File: config.mk
export PLATFORM = sky130hd
export DESIGN_NAME = inc_loop_scheduler
export DESIGN_NICKNAME = d
export VERILOG_FILES = /design/src/rtl/inc_sched_pkg.sv /design/src/rtl/rr_arb3.sv /design/src/rtl/inc_loop_scheduler.sv
export SDC_FILE = /design/constraint.sdc
export NUM_CORES = 1
export LEC_CHECK = 0
export CAP_MARGIN = 20
export CORE_MARGIN = 3
export CORE_UTILIZATION = 47
export CTS_CLUSTER_DIAMETER = 100
export DETAILED_ROUTE_END_ITERATION = 8
export PLACE_DENSITY = 0.85
export SLEW_MARGIN = 25
export SYNTH_ARGS = -nofsm -noshare
export SYNTH_HDL_FRONTEND = slang
export SYNTH_SLANG_ARGS = --single-unit
File: constraint.sdc
create_clock -name clk -period 2.5 [get_ports clk]
set_input_delay 0.25 -clock clk [delete_from_list [all_inputs] [get_ports clk]]
set_output_delay 0.25 -clock clk [all_outputs]
set_load 0.02 [all_outputs]
File: src/rtl/inc_sched_pkg.sv
// Shared types and constants for the increment-loop scheduler.
// Imported by the arbiter and the scheduler top.
package inc_sched_pkg;

   typedef enum logic [1:0] {
      IDLE,
      RUN,
      DONE
   } state_t;

   localparam int NUM_REQ = 3;

   localparam logic [1:0] REQ_A = 2'd0;
   localparam logic [1:0] REQ_B = 2'd1;
   localparam logic [1:0] REQ_C = 2'd2;

endpackage

File: src/rtl/rr_arb3.sv
// Three-way round-robin pick, purely combinational.
// Search starts just after the pointer and wraps.
module rr_arb3
   import inc_sched_pkg::*;
(
   input  logic [NUM_REQ-1:0] req_valid,
   input  logic [1:0]         pointer,
   output logic [NUM_REQ-1:0] grant,
   output logic [1:0]         grant_id,
   output logic               any
);

   logic [1:0] s0;
   logic [1:0] s1;
   logic [1:0] s2;

   // search order derived from the last-served requester
   always_comb begin
      s0 = REQ_A;
      s1 = REQ_B;
      s2 = REQ_C;
      unique case (pointer)
         REQ_A: begin
            s0 = REQ_B;
            s1 = REQ_C;
            s2 = REQ_A;
         end
         REQ_B: begin
            s0 = REQ_C;
            s1 = REQ_A;
            s2 = REQ_B;
         end
         default: begin
            s0 = REQ_A;
            s1 = REQ_B;
            s2 = REQ_C;
         end
      endcase
   end

   // first valid requester in search order wins
   always_comb begin
      any      = |req_valid;
      grant_id = s0;
      if (req_valid[s0]) begin
         grant_id = s0;
      end else if (req_valid[s1]) begin
         grant_id = s1;
      end else if (req_valid[s2]) begin
         grant_id = s2;
      end
      grant = any ? NUM_REQ'(3'b001 << grant_id) : '0;
   end

endmodule

File: src/rtl/inc_loop_scheduler.sv
// Shares one increment datapath among three requesters.
// Jobs run N increments then wait in DONE for the consumer.
module inc_loop_scheduler
   import inc_sched_pkg::*;
#(
   parameter int WIDTH = 3,
   parameter int CNT_W = 4
) (
   input  logic               clk,
   input  logic               rst,
   input  logic [2:0]         req_valid,
   output logic [2:0]         req_ready,
   input  logic [WIDTH-1:0]   a,
   input  logic [WIDTH-1:0]   b,
   input  logic [WIDTH-1:0]   c,
   input  logic [CNT_W-1:0]   cfg_iters,
   output logic               busy,
   output logic               out_valid,
   input  logic               out_ready,
   output logic [WIDTH-1:0]   out_data,
   output logic [1:0]         out_id
);

   state_t             state_q;
   state_t             state_d;
   logic [WIDTH-1:0]   acc_q;
   logic [CNT_W-1:0]   cnt_q;
   logic [1:0]         id_q;
   logic [1:0]         ptr_q;
   logic [2:0]         grant;
   logic [1:0]         grant_id;
   logic               any;
   logic               accept;
   logic [WIDTH-1:0]   operand;

   rr_arb3 u_arb (
      .req_valid (req_valid),
      .pointer   (ptr_q),
      .grant     (grant),
      .grant_id  (grant_id),
      .any       (any)
   );

   assign accept    = (state_q == IDLE) && any;
   assign req_ready = (state_q == IDLE) ? grant : 3'b000;
   assign busy      = (state_q != IDLE);
   assign out_valid = (state_q == DONE);
   assign out_data  = acc_q;
   assign out_id    = id_q;

   // operand of the granted requester
   always_comb begin
      operand = a;
      unique case (grant_id)
         REQ_A:   operand = a;
         REQ_B:   operand = b;
         default: operand = c;
      endcase
   end

   // next-state: zero-iteration jobs skip straight to DONE
   always_comb begin
      state_d = state_q;
      unique case (state_q)
         IDLE: begin
            if (accept) begin
               state_d = (cfg_iters == '0) ? DONE : RUN;
            end
         end
         RUN: begin
            if (cnt_q == CNT_W'(1)) begin
               state_d = DONE;
            end
         end
         DONE: begin
            if (out_ready) begin
               state_d = IDLE;
            end
         end
         default: state_d = IDLE;
      endcase
   end

   // state, datapath and round-robin pointer registers
   always_ff @(posedge clk) begin
      if (rst) begin
         state_q <= IDLE;
         acc_q   <= '0;
         cnt_q   <= '0;
         id_q    <= REQ_A;
         ptr_q   <= REQ_C;
      end else begin
         state_q <= state_d;
         if (accept) begin
            acc_q <= operand;
            id_q  <= grant_id;
            cnt_q <= cfg_iters;
         end else if (state_q == RUN) begin
            acc_q <= acc_q + WIDTH'(1);
            cnt_q <= cnt_q - CNT_W'(1);
         end
         if ((state_q == DONE) && out_ready) begin
            ptr_q <= id_q;
         end
      end
   end

endmodule

; ---- Yosys cells after proc, flatten, opt, wreduce, memory -nomap -nowiden
; Index checks and enable logic that the tools add are counted.
[word_totals]
ff_bits = 13
elab_cells = 53
inputBits = 19
rom_bits = 0
ramBits = 0
mem_count = 0
latchBits = 0
out_inout_bits = 10
[op_classes]
n_reduce_logical = 10
shifts = 1
n_div = 0
bitwise_logic = 0
n_mul = 0
order_cmp = 3
n_mux = 24
n_eq_ne = 8
addsub = 2
[ops]
columns = operator, count
row1 = 2-to-1 mux 2 bit, 7
row2 = 2-to-1 mux 3 bit, 4
row3 = one-hot mux 2 bit (2 select lines), 3
row4 = less-than comparator 2 x 3 -> 1 bit (second input constant), 3
row5 = 2-to-1 mux 4 bit, 2
row6 = binary-select mux 1 bit (select 2 bit), 3
row7 = equality test 2 x 1 -> 1 bit (second input constant), 3
row8 = zero test 2 bit, 3
row9 = one-hot mux 2 bit (3 select lines), 1
row10 = one-hot mux 3 bit (2 select lines), 1
row11 = equality test 4 x 1 -> 1 bit (second input constant), 1
row12 = zero test 4 bit, 1
row13 = != test 2 bit (second input constant), 2
row14 = nonzero test 2 bit, 2
row15 = subtractor 4 x 1 -> 4 bit (second input constant), 1
row16 = adder 3 x 1 -> 3 bit (second input constant), 1
row17 = 2-to-1 mux 1 bit, 3
row18 = AND reduction 3 bit, 1
row19 = OR reduction 3 bit, 1
row20 = << shifter 1 x 2 -> 3 bit (first input constant), 1
row21 = equality test 2 bit (second input constant), 1
row22 = logical AND 1 bit, 2
row23 = != test 2 x 1 -> 1 bit (second input constant), 1

; ---- Depth between registers and ports, before layout
[depth]
depth_word = 10
depth_mapped = 7
depth_no_buf = 7

; ---- Hierarchy
; A second synthesis with hierarchy kept.
[unflattened]
hier_cells = 103
area_unflattened_um2 = 904.6
[modules_own_cells]
columns = module, area_per_inst_um2, cells_each, instances, seq_area_each_um2
row1 = inc_loop_scheduler, 808.3, 86, 1, 260.2
row2 = rr_arb3, 96.3, 17, 1, 0.0

; ---- Least setup slack after synthesis
; Ideal clock, no wire load.
[synth_timing]
path_kind = flip-flop to flip-flop
startpoint = reg state_q[1]
endpoint = reg acc_q[0], in the netlist out_data[0]
setup_slack_ps = 975
synth_period_minus_slack_ps = 1525
t_arrival_ps = 1392
stages_incl_launch_ff = 8
required_time_ps = 2368
n_path_buf = 2
setup_ps = 132
cell_sequence = dfxtp_1 -> or2_0 -> buf_2 -> or2_1 -> buf_6 -> a221oi_2 -> o2bb2ai_1 -> a21oi_1
[synth_via]
elab_chain_cells = 3
elab_cells_between_ends = 5
cone_classes = 1 x eq/ne / 1 x mux / 3 x reduce/logical
[synth_lines]
columns = item, line
row1 = from (decl), inc_loop_scheduler.sv:24  ; state_t state_q;
row2 = from (signal assigned), inc_loop_scheduler.sv:93  ; state_q <= state_d;
row3 = zero test 2 bit, inc_loop_scheduler.sv:44  ; assign accept = (state_q == IDLE) && any;
row4 = logical AND 1 bit, inc_loop_scheduler.sv:44
row5 = 2-to-1 mux 3 bit / nonzero test 2 bit (equally long branches), -
row6 = to (signal assigned), inc_loop_scheduler.sv:95  ; acc_q <= operand;
row7 = to (signal assigned), inc_loop_scheduler.sv:99  ; acc_q <= acc_q + WIDTH'(1);
row8 = to (decl), inc_loop_scheduler.sv:26  ; logic [WIDTH-1:0] acc_q;
; Several ways; a longest one is shown, not always the timed one.
; A chain may end at the register's enable or synchronous reset.

; ---- Worst setup path in the final report
[layout_timing]
startpoint = in req_valid[2]
endpoint = out req_ready[2]
[layout_via]
elab_chain_cells = 8
elab_cells_between_ends = 13
cone_classes = 1 x shift / 11 x mux / 1 x reduce/logical
[layout_lines]
columns = item, line
row1 = from (decl), inc_loop_scheduler.sv:11  ; input logic [2:0] req_valid,
row2 = binary-select mux 1 bit (select 2 bit), rr_arb3.sv:49  ; end else if (req_valid[s2]) begin
row3 = 2-to-1 mux 1 bit (not written as such), rr_arb3.sv:49
row4 = 2-to-1 mux 2 bit, rr_arb3.sv:49
row5 = 2-to-1 mux 2 bit, rr_arb3.sv:47  ; end else if (req_valid[s1]) begin
row6 = 2-to-1 mux 2 bit, rr_arb3.sv:45  ; if (req_valid[s0]) begin
row7 = << shifter 1 x 2 -> 3 bit, rr_arb3.sv:52  ; grant = any ? NUM_REQ'(3'b001 << grant_id) : '0;
row8 = 2-to-1 mux 3 bit (*), rr_arb3.sv:52
row9 = 2-to-1 mux 3 bit (*), inc_loop_scheduler.sv:45  ; assign req_ready = (state_q == IDLE) ? grant : 3'b000;
row10 = to (decl), inc_loop_scheduler.sv:12  ; output logic [2:0] req_ready,
; Every way passes the cells marked *; elsewhere a longest branch is shown, timed or not. The select of a mux whose other input is x is not followed.

==> results.md <==
- Crit Path Category: in2out
- Avg Inst Size Synth: 8.07 µm²
- Initial core utilization: 52.7%
- Htree depth: 1
- CTS clock-pin slew for the worst setup and hold paths: 80 ps
- Detailed Route Iter0 Violations: 23
- Vias in the first global route: 740
- Status: completed
- CP max stage delay: 650 ps
- Biggest area consumer among synthesized cells: dfxtp_1
- Seq cells post-synth: 13
- Synth Instances: 103
- Worst-path cell chain: clkdlybuf4s50_1 -> nor3_2 -> nor2_2 -> and2_1 -> clkdlybuf4s50_1
- Fin nets: 155
- Ys Warns: 0
- Final Util: 72.3%
- Core Footprint: 0.00158 mm²
- CP arrival: 2140 ps
- Launch point of the worst reg-to-reg path: state_q[1]
- Primary FF master, synth: dfxtp_1
- Worst-skew pair later-pin latency: 280 ps
- Switching power: 0.218 mW
- Hold_ws: 492 ps
- Most frequent CP cell: clkdlybuf4s50_1
- Cell Area, Synth: 831 µm²
- CTS Buf Count: 3
- Most frequent cells after synthesis: 13 x dfxtp_1, 12 x nand2_1, 12 x nor2_1
- Switching share of power: 34.7%
- Seq/Total Area, Yosys: 31.3%
- DR WL/cell: 14.0 µm
- Mapped Nets: 125
- # hold bufs at CTS: 0
- Post-synth cell types: 38
- Most common cell in the netlist: dfxtp_1
- Post-synth EDFFs: 0
- Ant. Diodes: 0
- Hold Crit Class: reg2reg
- Internal power: 0.410 mW
- Pre-CTS setup slack: 106 ps
- Minimum clock period: 2390 ps
- Crit-path max FO: 9
- Layout cells sized above 1: 9.09%
- DR vias: 827
- Routability cong.: 0.831
- Initial antenna violation count: 0
- # DRC: 0
- VDD IR-drop max: 463 µV
- CTS tree: done
- Pre-antenna DRT Iters: 4
- Final Cycle Share: 95.6%
- Slew @ Worst Pin: 468 ps
- Setup bufs post-CTS: 0
- Cts repair resizes: 0
- DP HPWL: 1.56 mm
- Worst clock skew: 1.35 ps
- Total GRT Usage: 19.9%
- # rows: 14
- Area Growth Syn to Fin: 37.2%
- CP bufs+invs: 2
- Hold path startpoint: out_data[2]
- Slowest cell on crit path: clkdlybuf4s50_1
- # setup viols final: 0
- Hold Fails Final Rpt: 0
- Req. time, crit path: 2250 ps
- Post-synth ARST share: 0%
- Fmax achieved: 418 MHz
- Part of the power in registers: 40.4%
- First-pass GRT wire length: 3.19 mm
- Worst setup margin: 110 ps
- Root Driver: clkbuf_4
- Power share of the clock group: 21.8%
- DRT Wirelength: 2.07 mm
- I/O Buffers: 28
- Die Height: 48.0 µm
- Routed Antenna Nets: 0
- Leakage Power: 0.443 nW
- Top delay family on crit path: buffers and inverters
- Pwr dens: 551 mW/mm²
- Avg Vias per Cell: 5.59
- Startpoint Class: input pin
- Power Total: 0.628 mW
- Die Wd: 48.0 µm
- Sink Count: 13
- Combinational share of power: 37.8%
- Main area contributors after synthesis: dfxtp_1 31%, a21oi_1 6.6%, a221oi_2 5.4%, nand2_1 5.4%, nor2_1 5.4%
- Grt total ovfl: 0
- Slew Viols, Final: 0
- CTS max path bufs: 2
- Largest net degree at the start of global routing: 14
- Total I/O pin count: 29
- TNS Setup: 0 ps
- Critical Path End Type: primary output
- Die area: 0.00231 mm²
- Max Cap Violations: 0
- Crit path launch: req_valid[2]
- Unrepaired setup endpoints after global routing: no
- Max-slew headroom: 68.7%
- Share of the synthesized area in the top cell type: 31.3%
[path summary, 6_finish.rpt]
check	to	slack, ps	depth (start not counted)
worst min-delay path	out_data[2]	490	2
worst max-delay path	req_ready[2]	110	5
worst max register to register	cnt_q[0]	850	5
worst min register to register	out_data[2]	490	2
[flip-flops by register name, indices dropped and copies added, names as in the netlist]
signal    cells
out_data      3
state_q       2
ptr_q         2
out_id        2
cnt_q         4
[per-stage QoR]
stage	instances	cell area, µm²
6_report	148	1140
5_1_grt	148	1140
4_1_cts	148	1140
3_5_place_dp	144	1110
3_3_place_gp	144	1110
2_1_floorplan	103	831
[tightest hold or removal path, delay by kind of cell, from the launching register on]
family | cells | cell delay (ps)
flip-flops | 1 | 340
AO/OA/AOI/OAI | 1 | 50
AND/OR/NAND/NOR | 1 | 60
[logic make-up (layout without fill, tap and decap cells)]
family | Yosys count | count (layout) | share of synthesized area [%]
flip-flops | 13 | 13 | 31.3
AO/OA/AOI/OAI | 31 | 31 | 30.0
adder cells (fa/ha/maj) | 3 | 3 | 4.52
buffers and inverters | 10 | 39 | 5.72
AND/OR/NAND/NOR | 46 | 46 | 28.5
[power groups by stage]
stage                     Combinational (mW)  Clock, mW  Sequential [mW]
after floorplan                        0.140          0            0.266
after global placement                 0.231          0            0.257
after detailed placement               0.235          0            0.258
after CTS                              0.238      0.136            0.253
after global routing                   0.263      0.145            0.259
final                                  0.238      0.137            0.254
[routing by layer]
layer	wire length, µm	global-route usage, %
met5	0	0
met4	15	8.06
met3	101	3.38
met2	970	32.7
met1	981	25.6
[placed cells by master, fill, tap and decap left out, drive strengths merged, types with 3 or more instances in the layout]
| master | count |
|---|---|
| nand2 | 12 |
| inv | 6 |
| nor2 | 13 |
| nor3b | 4 |
| ha | 3 |
| a21oi | 11 |
| a221oi | 5 |
| clkbuf | 4 |
| dfxtp | 13 |
| nand2b | 3 |
| nor2b | 3 |
| clkdlybuf4s50 | 28 |
[layout make-up]
cell class | count | area [µm²]
tap | 16 | 20.0
inverter | 6 | 22.5
multi-input combinational | 80 | 523
timing repair buffer | 29 | 288
sequential | 13 | 260
fill | 129 | 437
clock buffer | 4 | 26.3
Power figures use the tool's default switching activity.
